## src/rtl/debug_events_pkg.sv

```systemverilog
// Shared types and register-map constants for the debug input event block.
package debug_events_pkg;

  // One queued event: timestamp, changed-bit mask and the new input word.
  typedef struct packed {
    logic [15:0] ts;
    logic [7:0]  chg;
    logic [7:0]  value;
  } event_t;

  typedef enum logic [1:0] {
    REG_STATUS  = 2'd0,
    REG_EVENT   = 2'd1,
    REG_CURRENT = 2'd2,
    REG_CONTROL = 2'd3
  } reg_addr_e;

  localparam int STAT_COUNT_LSB = 0;
  localparam int STAT_OVERFLOW  = 8;
  localparam int STAT_EMPTY     = 9;
  localparam int STAT_FULL      = 10;

  localparam int CTRL_MASK_LSB  = 0;
  localparam int CTRL_IRQ_EN    = 8;
  localparam int CTRL_FLUSH     = 9;
  localparam int CTRL_CLR_OVF   = 10;

  function automatic logic [31:0] make_status(input logic [5:0] count,
                                              input logic       overflow,
                                              input logic       empty,
                                              input logic       full);
    logic [31:0] s;
    s = '0;
    s[STAT_COUNT_LSB +: 6] = count;
    s[STAT_OVERFLOW]       = overflow;
    s[STAT_EMPTY]          = empty;
    s[STAT_FULL]           = full;
    return s;
  endfunction

endpackage

```

## src/rtl/debug_input_events_if.sv

```systemverilog
// Wishbone classic target bus between the CPU and the event queue.
// Handshake: a request is cyc & stb while ack is low at a rising edge; the
// target answers with ack high for exactly one cycle and data valid with it.
interface debug_input_events_if;
  logic        wb_cyc;
  logic        wb_stb;
  logic        wb_we;
  logic [1:0]  wb_adr;
  logic [31:0] wb_dat_w;
  logic [3:0]  wb_sel;
  logic [31:0] wb_dat_r;
  logic        wb_ack;

  modport master (
    output wb_cyc, wb_stb, wb_we, wb_adr, wb_dat_w, wb_sel,
    input  wb_dat_r, wb_ack
  );

  modport slave (
    input  wb_cyc, wb_stb, wb_we, wb_adr, wb_dat_w, wb_sel,
    output wb_dat_r, wb_ack
  );
endinterface

```

## src/rtl/sync_fifo.sv

```systemverilog
// Pointer-based synchronous FIFO with occupancy count; a push into a full
// FIFO is accepted when a pop happens at the same edge.
module sync_fifo #(
  parameter int WIDTH = 32,
  parameter int DEPTH = 16
) (
  input  logic                       clk_i,
  input  logic                       rst_ni,
  input  logic                       flush_i,
  input  logic                       push_i,
  input  logic                       pop_i,
  input  logic [WIDTH-1:0]           wdata_i,
  output logic [WIDTH-1:0]           rdata_o,
  output logic [$clog2(DEPTH):0]     count_o,
  output logic                       full_o,
  output logic                       empty_o
);

  localparam int AW = $clog2(DEPTH);

  logic [WIDTH-1:0] mem [DEPTH];
  logic [AW-1:0]    wr_ptr;
  logic [AW-1:0]    rd_ptr;
  logic [AW:0]      count;
  logic             do_push;
  logic             do_pop;

  assign empty_o = (count == '0);
  assign full_o  = (count == (AW+1)'(DEPTH));
  assign count_o = count;
  assign rdata_o = mem[rd_ptr];

  assign do_pop  = pop_i & ~empty_o;
  assign do_push = push_i & (~full_o | do_pop);

  always_ff @(posedge clk_i) begin
    if (!rst_ni) begin
      wr_ptr <= '0;
      rd_ptr <= '0;
      count  <= '0;
    end else if (flush_i) begin
      wr_ptr <= '0;
      rd_ptr <= '0;
      count  <= '0;
    end else begin
      if (do_push) wr_ptr <= wr_ptr + AW'(1);
      if (do_pop)  rd_ptr <= rd_ptr + AW'(1);
      case ({do_push, do_pop})
        2'b10:   count <= count + (AW+1)'(1);
        2'b01:   count <= count - (AW+1)'(1);
        default: count <= count;
      endcase
    end
  end

  // Storage carries no reset; only the pointers define validity.
  always_ff @(posedge clk_i) begin
    if (do_push && !flush_i) mem[wr_ptr] <= wdata_i;
  end

endmodule

```

## src/rtl/debug_input_events.sv

```systemverilog
// Timestamps per-bit changes of the debounced input word, queues them and
// exposes the queue as a Wishbone classic target with a level interrupt.
module debug_input_events
  import debug_events_pkg::*;
#(
  parameter int         DEPTH      = 16,
  parameter int         TS_DIV     = 100_000,
  parameter int         IRQ_THRESH = 1,
  parameter logic [7:0] ENABLE_RST = 8'h00
) (
  input  logic                  clk_i,
  input  logic                  rst_ni,
  input  logic [7:0]            inputs_i,
  debug_input_events_if.slave   wb,
  output logic                  irq_o
);

  localparam int CW = $clog2(DEPTH) + 1;
  localparam int PW = (TS_DIV > 1) ? $clog2(TS_DIV) : 1;

  logic [PW-1:0]  prescaler;
  logic           ts_tick;
  logic [15:0]    timestamp;

  logic [7:0]     prev_q;
  logic [7:0]     mask;
  logic           irq_en;
  logic           overflow;

  logic [7:0]     chg;
  logic           push;
  event_t         new_event;

  logic           req;
  reg_addr_e      adr;
  logic           rd_event;
  logic           wr_ctrl;
  logic           flush;
  logic           clr_ovf;
  logic           drop;
  logic [31:0]    rd_data;

  event_t         head;
  logic [CW-1:0]  fifo_count;
  logic           fifo_full;
  logic           fifo_empty;

  logic           unused_bits;
  assign unused_bits = ^{wb.wb_dat_w[31:11], wb.wb_sel[3:2]};

  // Timestamp base
  assign ts_tick = (prescaler == PW'(TS_DIV - 1));

  always_ff @(posedge clk_i) begin
    if (!rst_ni) begin
      prescaler <= '0;
      timestamp <= '0;
    end else if (ts_tick) begin
      prescaler <= '0;
      timestamp <= timestamp + 16'd1;
    end else begin
      prescaler <= prescaler + PW'(1);
    end
  end

  // Change detection
  assign chg  = (inputs_i ^ prev_q) & mask;
  assign push = |chg;

  always_comb begin
    new_event       = '0;
    new_event.ts    = timestamp;
    new_event.chg   = chg;
    new_event.value = inputs_i;
  end

  // Bus decode; side effects happen only on the request edge.
  assign adr      = reg_addr_e'(wb.wb_adr);
  assign req      = wb.wb_cyc & wb.wb_stb & ~wb.wb_ack;
  assign rd_event = req & ~wb.wb_we & (adr == REG_EVENT);
  assign wr_ctrl  = req &  wb.wb_we & (adr == REG_CONTROL);
  assign flush    = wr_ctrl & wb.wb_sel[1] & wb.wb_dat_w[CTRL_FLUSH];
  assign clr_ovf  = wr_ctrl & wb.wb_sel[1] & wb.wb_dat_w[CTRL_CLR_OVF];

  // A full FIFO still accepts when the same edge pops; a flush discards.
  assign drop = push & fifo_full & ~rd_event & ~flush;

  sync_fifo #(
    .WIDTH ($bits(event_t)),
    .DEPTH (DEPTH)
  ) u_fifo (
    .clk_i   (clk_i),
    .rst_ni  (rst_ni),
    .flush_i (flush),
    .push_i  (push),
    .pop_i   (rd_event),
    .wdata_i (new_event),
    .rdata_o (head),
    .count_o (fifo_count),
    .full_o  (fifo_full),
    .empty_o (fifo_empty)
  );

  always_comb begin
    rd_data = '0;
    case (adr)
      REG_STATUS:  rd_data = make_status(6'(fifo_count), overflow, fifo_empty, fifo_full);
      REG_EVENT:   rd_data = fifo_empty ? 32'd0 : 32'(head);
      REG_CURRENT: rd_data = {24'd0, prev_q};
      REG_CONTROL: rd_data = {23'd0, irq_en, mask};
      default:     rd_data = '0;
    endcase
  end

  always_ff @(posedge clk_i) begin
    if (!rst_ni) begin
      prev_q   <= '0;
      mask     <= ENABLE_RST;
      irq_en   <= 1'b0;
      overflow <= 1'b0;
    end else begin
      prev_q <= inputs_i;
      if (clr_ovf)   overflow <= 1'b0;
      else if (drop) overflow <= 1'b1;
      if (wr_ctrl && wb.wb_sel[0]) mask   <= wb.wb_dat_w[CTRL_MASK_LSB +: 8];
      if (wr_ctrl && wb.wb_sel[1]) irq_en <= wb.wb_dat_w[CTRL_IRQ_EN];
    end
  end

  always_ff @(posedge clk_i) begin
    if (!rst_ni) begin
      wb.wb_ack   <= 1'b0;
      wb.wb_dat_r <= '0;
      irq_o       <= 1'b0;
    end else begin
      wb.wb_ack <= req;
      if (req) wb.wb_dat_r <= wb.wb_we ? 32'd0 : rd_data;
      irq_o <= irq_en & (fifo_count >= CW'(IRQ_THRESH));
    end
  end

endmodule
```

## src/flat_wrapper.sv

```systemverilog
// flat-port wrapper written by rule: the top's interface ports become plain ports
module debug_input_events_flat import debug_events_pkg::*;
#(
  parameter int         DEPTH      = 16,
  parameter int         TS_DIV     = 100_000,
  parameter int         IRQ_THRESH = 1,
  parameter logic [7:0] ENABLE_RST = 8'h00
)
  (clk_i, rst_ni, inputs_i, irq_o, wb_wb_cyc, wb_wb_stb, wb_wb_we, wb_wb_adr, wb_wb_dat_w, wb_wb_sel, wb_wb_dat_r, wb_wb_ack);
  debug_input_events_if wb_i ();
  input  logic clk_i;
  input  logic rst_ni;
  input  logic [7:0] inputs_i;
  output logic irq_o;
  input wire logic [$bits(wb_i.wb_cyc)-1:0] wb_wb_cyc;
  input wire logic [$bits(wb_i.wb_stb)-1:0] wb_wb_stb;
  input wire logic [$bits(wb_i.wb_we)-1:0] wb_wb_we;
  input wire logic [$bits(wb_i.wb_adr)-1:0] wb_wb_adr;
  input wire logic [$bits(wb_i.wb_dat_w)-1:0] wb_wb_dat_w;
  input wire logic [$bits(wb_i.wb_sel)-1:0] wb_wb_sel;
  output wire logic [$bits(wb_i.wb_dat_r)-1:0] wb_wb_dat_r;
  output wire logic [$bits(wb_i.wb_ack)-1:0] wb_wb_ack;
  assign wb_i.wb_cyc = wb_wb_cyc;
  assign wb_i.wb_stb = wb_wb_stb;
  assign wb_i.wb_we = wb_wb_we;
  assign wb_i.wb_adr = wb_wb_adr;
  assign wb_i.wb_dat_w = wb_wb_dat_w;
  assign wb_i.wb_sel = wb_wb_sel;
  assign wb_wb_dat_r = wb_i.wb_dat_r;
  assign wb_wb_ack = wb_i.wb_ack;
  debug_input_events #(.DEPTH(DEPTH), .TS_DIV(TS_DIV), .IRQ_THRESH(IRQ_THRESH), .ENABLE_RST(ENABLE_RST)) u_core (.clk_i(clk_i), .rst_ni(rst_ni), .inputs_i(inputs_i), .wb(wb_i), .irq_o(irq_o));
endmodule
```

## config.mk

```make
export PLATFORM = sky130hd
export DESIGN_NAME = debug_input_events_flat
export DESIGN_NICKNAME = d
export VERILOG_FILES = /design/src/rtl/debug_events_pkg.sv /design/src/rtl/debug_input_events_if.sv /design/src/rtl/sync_fifo.sv /design/src/rtl/debug_input_events.sv /design/src/flat_wrapper.sv
export SDC_FILE = /design/constraint.sdc
export NUM_CORES = 1
export LEC_CHECK = 0
export ABC_AREA = 0
export CAP_MARGIN = 20
export CORE_MARGIN = 10
export CORE_UTILIZATION = 53
export CTS_CLUSTER_DIAMETER = 80
export CTS_CLUSTER_SIZE = 14
export DETAILED_ROUTE_END_ITERATION = 16
export GPL_TIMING_DRIVEN = 0
export PLACE_DENSITY = 0.77
export SYNTH_ARGS = -nofsm -noshare
export SYNTH_HDL_FRONTEND = slang
export SYNTH_HIERARCHICAL = 1
export SYNTH_SLANG_ARGS = --single-unit
```

## constraint.sdc

```tcl
create_clock -name clk_i -period 7.4 [get_ports clk_i]
set_input_delay 1.48 -clock clk_i [delete_from_list [all_inputs] [get_ports clk_i]]
set_output_delay 1.48 -clock clk_i [all_outputs]
set_load 0.01 [all_outputs]
```

**Yosys cells after proc, flatten, opt, wreduce, memory -nomap -nowiden**

Memory sizes are Yosys's and may differ from the RTL's. A register that Yosys moved wholly into a read port is not among the register bits.
Cells that the tools add are included.

- Register bits after elaboration: 98
- RAM bits: 512
- Logic and storage cells: 71
- Bits in latches: 0
- Memories kept: 1
- Memory bits (read-only): 0

Memories:

| memory | depth | bits a word | rd ports | clocked after Yosys merged registers in | write ports | RTL line | text |
|---|---|---|---|---|---|---|---|
| u_core.u_fifo.mem | 16 | 32 | 1 | 1 | 1 | sync_fifo.sv:21 | `logic [WIDTH-1:0] mem [DEPTH];` |

- Shift operators: 0
- Add/subtract/negate cells: 6
- Divide/modulo/power cells: 0
- Multipliers: 0
- Equality and inequality tests: 7
- Reduce and logical (&&, ||, !) cells: 11
- Magnitude comparators: 1
- Muxes and demuxes: 8
- Bitwise gates (word level): 25

Operators by type and width:

| kind | count |
|---|---|
| one-hot mux 32 bit (4 select lines) | 1 |
| two-way mux 32 bit | 2 |
| adder 17 x 1 -> 17 bit, second input constant | 1 |
| equality test 17 bit, second input constant | 1 |
| adder 16 x 1 -> 16 bit, second input constant | 1 |
| AND 1 bit | 15 |
| one-hot mux 5 bit (2 select lines) | 1 |
| adder 4 x 1 -> 4 bit, second input constant | 2 |
| AND 8 bit | 1 |
| two-way mux 4 bit | 2 |
| OR reduction 8 bit | 1 |
| XOR 8 bit | 1 |
| NOT 1 bit | 7 |
| equality test 2 bit, second input constant | 3 |
| OR reduction 2 bit | 3 |
| adder 5 x 1 -> 5 bit, second input constant | 1 |
| equality test 5 bit, second input constant | 1 |
| >= comparator 5 x 1 -> 1 bit, second input constant | 1 |
| zero test 5 bit | 1 |
| subtractor 5 x 1 -> 5 bit, second input constant | 1 |
| equality test 2 x 1 -> 1 bit, second input constant | 2 |
| logical AND 1 bit | 3 |
| zero test 2 bit | 1 |
| two-way mux 1 bit | 2 |
| other kinds (3) | 3 |

**Longest topological paths before layout**

- Depth after elaboration: 10
- Depth in mapped cells: 12
- Gate-level depth less buffers: 11

**Cells and area by module**

Netlist, hierarchy kept.

By module, submodules not included:

| module | instances | area an instance (um^2) | cells each |
|---|---|---|---|
| sync_fifo | 1 | 20134.3 | 917 |
| debug_input_events | 1 | 3741.1 | 414 |

**Least setup slack after synthesis**

No wires, ideal clock.

- Kind: input to register
- Start point: in wb_wb_stb
- End point: mem u_core.u_fifo.mem[12][0] (enable)
- Data required time: 6.979 ns
- Buffers on the path: 0
- Stages: 6
- Data arrival time: 4.310 ns
- Path slack: 2.669 ns
- Path through: nand3b_1 > nor3_1 > nand2b_1 > o21a_1 > nand2_1 > nor2_1

- Cells in the longest elaborated chain, start to end: 10
- Elaborated cells between the ends (all ways): 15

RTL lines:

| what | RTL line | text |
|---|---|---|
| start: declaration | flat_wrapper.sv:16 | `input wire logic [$bits(wb_i.wb_stb)-1:0] wb_wb_stb;` |
| AND 1 bit (2 in a row) | debug_input_events.sv:79 | `assign req = wb.wb_cyc & wb.wb_stb & ~wb.wb_ack;` |
| AND 1 bit (2 in a row) | debug_input_events.sv:80 | `assign rd_event = req & ~wb.wb_we & (adr == REG_EVENT);` |
| named net u_core.rd_event | debug_input_events.sv:36 | `logic rd_event;` |
| AND 1 bit | sync_fifo.sv:33 | `assign do_pop = pop_i & ~empty_o;` |
| bitwise OR 1 bit | sync_fifo.sv:34 | `assign do_push = push_i & (~full_o \| do_pop);` |
| AND 1 bit | sync_fifo.sv:34 |  |
| logical AND 1 bit | sync_fifo.sv:58 | `if (do_push && !flush_i) mem[wr_ptr] <= wdata_i;` |
| two-way mux 1 bit | sync_fifo.sv:58 |  |
| two-way mux 1 bit (implied by the code) | sync_fifo.sv:58 |  |
| end: declaration | sync_fifo.sv:21 |  |

The timed path passes the listed nets, and every way through them passes these cells.

**Worst setup path in the final report**

- Start point: in wb_wb_stb
- End point: mem u_core.u_fifo.mem[1][25] (enable)

The elaborated chain is that of the path after synthesis.

==> impl_metrics.toml <==
[placed_design]
placement.io_buffers = 60
gp_routability_congestion = 0.8282
placed_cells = 1999
dp.final_hpwl_um = 37680

[sta]
hold_ws_ns = 0.4712
final_hold_viol_count = 0
final.min_clock_period_ns = 5.019
setup_repair_after_global_routing_missed_its_margin = "no"
setup_viol = 0
clock.fmax_mhz = 199.2
finClkSkew_ns = 0.01590
fin_crit_sh = 0.6783
tightest_slew_ns = 1.053
maxSlewHeadroom = 0.2929
setup_total_negative_slack_ns = 0
final-max-slew-violation-count = 0

[hold_path]
timing.hold.worst_path_depth = 1
timing.hold.worst_endpoint = "u_core/prescaler[0]"
worst_hold_path_type = "register to register"
beginning_of_the_worst_hold_path = "u_core/prescaler[0]"

[drt]
wl_per_cell_um = 27.80
via_per_inst = 6.442
drtAntennaViolNets = 0
remaining_drc_errors = 0
detailedRoute.firstIterationViolations = 1609
drt_pass1_iterations = 5
route.vias.total = 13450
postRouteWirelength_um = 58060

[logic_synthesis]
post-synth-top-area-fraction = 0.6440
synth_top_cell_by_area = "edfxtp_1"
synth_warnings = 6
synthTopCellsByCount = "edfxtp_1 (512), mux4_2 (133), dfxtp_1 (102)"
portion_of_the_post_synthesis_area_used_by_sequential_elements = 0.7295
synth_async_sr_flop_share = 0
postSynth.topFlopCell = "edfxtp_1"
synth.top_cells.by_area = "edfxtp_1 (64%), mux4_2 (13%), dfxtp_1 (8.6%)"
synth_area_per_cell_um2 = 17.94
synth-seq-cells = 614
postSynthNetCount = 1393
synthesis.instances = 1331
synth_cell_type_count = 63
synth-edff-count = 512
synth_most_common_cell = "edfxtp_1"
synth.cell_area_um2 = 23880

[clock_network]
clk_transition_reported_paths_ns = 0.07
post_cts_buffers = 0
max-clock-path-buffers = 3
clk_root_buf = "clkbuf_16"
tritoncts = "built"
cts_repair_resize_count = 0
cts.sink_count = 614
worstSkewPairLatency_ns = 0.59
htree_num_levels = 2
cts-hold-fix-buffers = 0
cts-buffers-inserted = 49

[global_route]
wire_length_of_the_first_global_routing_pass_um = 86240
groute.usage.overall = 0.2154
grt_max_degree = 25
global_routing_usage_on_met2 = 0.3510
groute.layer.met3.usage = 0.04092
globalRoute.busiestLayer = "met2"
global_route.overflow_total = 0
number_of_antenna_violations_at_the_first_check_in_global_routing = 0
grtUsageMet1 = 0.2875
number_of_global_route_vias_before_repair = 13520

[floorplan]
die_height_um = 232.2
effective_utilization_at_floorplan = 0.5376
core.rowCount = 77
die-area_um2 = 53940
die_x_um = 232.2
count_of_boundary_i_o_pins = 85
standard_cell_core_area_um2 = 44410

[critical_path]
worstPathBufferInverterCount = 2
worst_ep_required_time_ns = 7.68
timing.critical_path.max_delay_family = "simple AND/OR/NAND/NOR gates"
critical_path.slowest_cell = "nor3_1"
start_kind = "input port"
critPathCaptureType = "register"
worst_r2r_startpoint = "u_core/wb.wb_ack"
critical_path.cell_chain = "clkdlybuf4s50_1, nand3b_1, nor3_1, nand2b_1, o21a_1, nand2_1, nor2_4, buf_16"
worst-r2r-cell-count = 7
r2r-end = "u_core/u_fifo/mem[1][25]"
setup.reg_to_reg.worst_slack_ns = 3.37
cp_slowest_stage_delay_ns = 1.01
critical_path_depth = 8
critPathKind = "input port to register"
crit_fanout = 17
arrival_ns = 5.30

[layout]
n_fill_cell = 3041
drive_gt1_frac = 0.1745
multi_input_area_um2 = 6240
num-nets-final = 1520
regArea_um2 = 17420
antenna-diode-count = 0
synthToLayoutAreaGrowth_pct = 13.78
instances_no_fill = 2088

[power_and_ir_drop]
leakagePower_nw = 8.450
p_per_area_nw_per_um2 = 230.9
ir_drop_mv = 0.1938

[job]
number_of_max_cap_violations = 0

[run_status]
run_status = "completed"
## logic make-up after synthesis
logic type,Yosys count,share of synthesized area
adder cells (fa/ha/maj),11,0.006079
flip-flops,614,0.7295
multiplexers,142,0.1293
XOR/XNOR,27,0.009905
buffers and inverters,83,0.01420
AND/OR/NAND/NOR,279,0.05938
AO/OA/AOI/OAI,175,0.05167
## sequential cells by signal (all words and copies together), names as in the netlist, named ones only
| signal | count |
|---|---|
| u_core/mask | 8 |
| u_core/wb.wb_dat_r | 32 |
| u_core/u_fifo/mem | 512 |
| u_core/timestamp | 16 |
| u_core/irq_en | 1 |
| u_core/u_fifo/wr_ptr | 4 |
| u_core/irq_o | 1 |
| u_core/u_fifo/rd_ptr | 4 |
| u_core/wb.wb_ack | 1 |
| u_core/prescaler | 17 |
| u_core/u_fifo/count_o | 5 |
| u_core/overflow | 1 |
| u_core/prev_q | 8 |
## metal layers
layer / share of wire / wire length (um) / vias up
met5: 0 / 0 / -
met4: 0.029 / 1688 / 0
met3: 0.10 / 5923 / 122
met2: 0.49 / 28260 / 745
met1: 0.38 / 22180 / 6984
li1: - / - / 5600
## worst max-delay path by stage
| stage | slack, ns | endpoint | startpoint |
|---|---|---|---|
| after floorplan | 2.67 | u_core/u_fifo/mem[12][0] | wb_wb_stb |
| after detailed placement | 1.86 | u_core/u_fifo/mem[1][25] | wb_wb_cyc |
| after global routing | 2.12 | u_core/u_fifo/mem[2][27] | wb_wb_cyc |
| after CTS | 2.48 | u_core/u_fifo/mem[2][27] | wb_wb_cyc |
| after global placement | -0.02 | u_core/u_fifo/mem[13][25] | wb_wb_stb |
| final | 2.38 | u_core/u_fifo/mem[1][25] | wb_wb_stb |
## layout make-up
cell class              instances  share of cell area
plain buffers                  70             0.01069
clock buffers                  88             0.05246
flip-flops and latches        614              0.6411
inverters                      13            0.001796
well taps                     592             0.02727
multi-input cells             634              0.2297
repair buffers                 76             0.03666
clock inverters                 1           0.0003224
## worst reg2reg max path: stages, from the launching register on
cell and delay, ns:
dfxtp_1 0.31, nand3b_1 0.49, nor3_1 1.02, nand2b_1 0.31, o21a_1 0.27, nand2_1 0.30
nor2_4 0.73, buf_16 0.25
## layout by cell type, fill, tap and decap left out, types with 19 or more instances in the layout
cell             count
edfxtp_1           512
mux4_2             133
dfxtp_1            102
a22oi_1             94
clkbuf_1            82
nor2_1              74
nand2_1             70
clkdlybuf4s50_1     60
clkbuf_16           51
a21oi_1             27
xor2_1              19
and2_1              19
buf_2               19
o21ai_0             19
## power breakdown
part	internal (mW)	total (mW)	leakage [nW]	switching (mW)
registers	3.71	3.72	5.52	0.00733
clock network	1.30	2.44	0.683	1.14
logic	0.0421	0.118	2.25	0.0754
total	5.05	6.27	8.45	1.22
## stage by stage
stage | power [mW] | setup WS (ns) | cell area, um2 | util
finish | 6.273 | 2.381 | 27170 | 0.6117
global route | 6.443 | 2.119 | 27170 | 0.6117
CTS | 6.306 | 2.481 | 27170 | 0.6117
detailed placement | 3.911 | 1.863 | 25730 | 0.5794
global placement | 3.904 | -0.02046 | 25220 | 0.5678
floorplan | 3.850 | 2.669 | 23880 | -
(Power assumes the default switching activity.)
==> RTL edit (config.mk and constraints unchanged) <==
Remove the register `irq_o`: a continuous assignment takes its place, so the output `irq_o` follows one clock earlier.
--- a/src/rtl/debug_input_events.sv
+++ b/src/rtl/debug_input_events.sv
@@ -133,3 +133,2 @@
       wb.wb_dat_r <= '0;
-      irq_o       <= 1'b0;
     end else begin
@@ -137,3 +136,2 @@
       if (req) wb.wb_dat_r <= wb.wb_we ? 32'd0 : rd_data;
-      irq_o <= irq_en & (fifo_count >= CW'(IRQ_THRESH));
     end
@@ -141,2 +139,4 @@
 
+  assign irq_o = irq_en & (fifo_count >= CW'(IRQ_THRESH));
+
 endmodule
Formal check against the unedited RTL: not equivalent (Yosys sat finds a counterexample within 4 cycles, from zero or initial values and one cycle with rst_ni low).
==> RTL edit against the original RTL <==
Synthesized cell count about the same; design area decreased by 0.32%; via count shrank 3.2%; power down 0.20%; wire length is 4.2% lower; setup slack better by 280 ps; sequential share of layout area rose by 0.13 points; area after synthesis barely moved; sequential cell count fell by 1; fmax is 6.0% higher; count of clock-buffer cells in the layout is the same; combinational power is 3% lower.
==> RTL edit: results (changes against the original RTL) <==
Status - finished clean
Worst path arrival time - 5020 ps (-280 ps)
Sequential share of the synthesized area - 0.7293 (about the same)
Dpl cells - 1998 (-0.050%)
Syn_nets - 1392 (-0.072%)
Area after DPL - 0.02565 mm² (-0.32%)
Asr flop ratio synth - 0 (unchanged)
R2r endpoint - u_core/u_fifo/mem[12][19]
Vias - 13020 (-3.2%)
Setup bufs post-CTS - 0 (unchanged)
Most instantiated cells after synthesis - 512 x edfxtp_1, 133 x mux4_2, 101 x dfxtp_1
Post-layout net count - 1519 (-0.066%)
Slew HR - 0.2536 (-0.03938)
Register-to-register setup slack - 3640 ps (+270 ps)
Mean number of vias per cell - 6.233 (-3.2%)
GP Congestion - 0.8182 (-1.2%)
Maximum VDD drop - 0.1628 mV (-16%)
First-pass GRT wire length - 83.63 mm (-3.0%)
TritonRoute pass-1 iters - 6 (+1)
Initial antenna violation count - 0 (unchanged)
DR iter-0 viols - 1465 (-8.9%)
Routed length per instance - 26.64 µm (-4.2%)
Vias in the first global route - 13310 (-1.6%)
GRT Overall Usage - 0.2077 (-0.007683)
Slowest-stage cell, CP - nor3_1
Max stage delay on crit path - 980 ps (-30 ps)
Synth Instances - 1330 (-0.075%)
Setup Skew - 17.75 ps (+1.850 ps)
WHS - 460.8 ps (-10.33 ps)
Largest net degree at the start of global routing - 23 (-8.0%)
Top cells by area, synth - edfxtp_1 64%, mux4_2 13%, dfxtp_1 8.5%
DPL Wire Length - 35.13 mm (-6.8%)
LEAKAGE - 8.405 nW (-0.53%)
## RTL edit: worst max path at each step
| stage | end |
|---|---|
| after global placement | u_core/u_fifo/mem[8][25] |
| final | u_core/u_fifo/mem[12][19] |
| after detailed placement | u_core/u_fifo/count_o[4] |
| after global routing | u_core/u_fifo/mem[0][21] |
| after CTS | u_core/u_fifo/mem[10][23] |
| after floorplan | u_core/u_fifo/mem[12][0] |
## RTL edit: power by group
group          switching, mW  internal [mW]
Clock                   1.14           1.29
Combinational         0.0719         0.0419
Sequential           0.00664           3.71
## RTL edit: final cells by class
class	count	area (µm²)
Buffer	70	290.3
Clock buffer	88	1415
Clock inverter	2	13.76
Fill cell	3119	17240
Inverter	13	48.80
Multi-Input combinational cell	634	6237
Sequential cell	613	17400
Tap cell	592	740.7
Timing Repair Buffer	76	935.9
## RTL edit: per-layer routing
metal  track usage  wire length [µm]
met1        0.2780             21980
met2        0.3401             27260
met3       0.04190              4994
met4       0.06065              1389
met5             0                 0
## RTL edit: logic make-up (layout without fill, tap and decap cells)
family | after synthesis | after routing | share of synthesized area
AOI/OAI and AO/OA | 175 | 175 | 0.05151
xor gates and xnor gates | 27 | 27 | 0.009914
adders and majority gates | 11 | 11 | 0.006085
buffers and inverters | 83 | 249 | 0.01422
DFF | 613 | 613 | 0.7293
muxes | 142 | 142 | 0.1294
and+or+nand+nor | 279 | 279 | 0.05954
## RTL edit: stage by stage
stage / total power, mW / setup slack (ps) / utilization
2_1_floorplan: 3.845 / 2669 / -
3_5_place_dp: 3.902 / 2135 / 0.5788
4_1_cts: 6.295 / 2757 / 0.6110
6_report: 6.261 / 2664 / 0.6110
5_1_grt: 6.429 / 2532 / 0.6110
3_3_place_gp: 3.897 / 85.41 / 0.5685
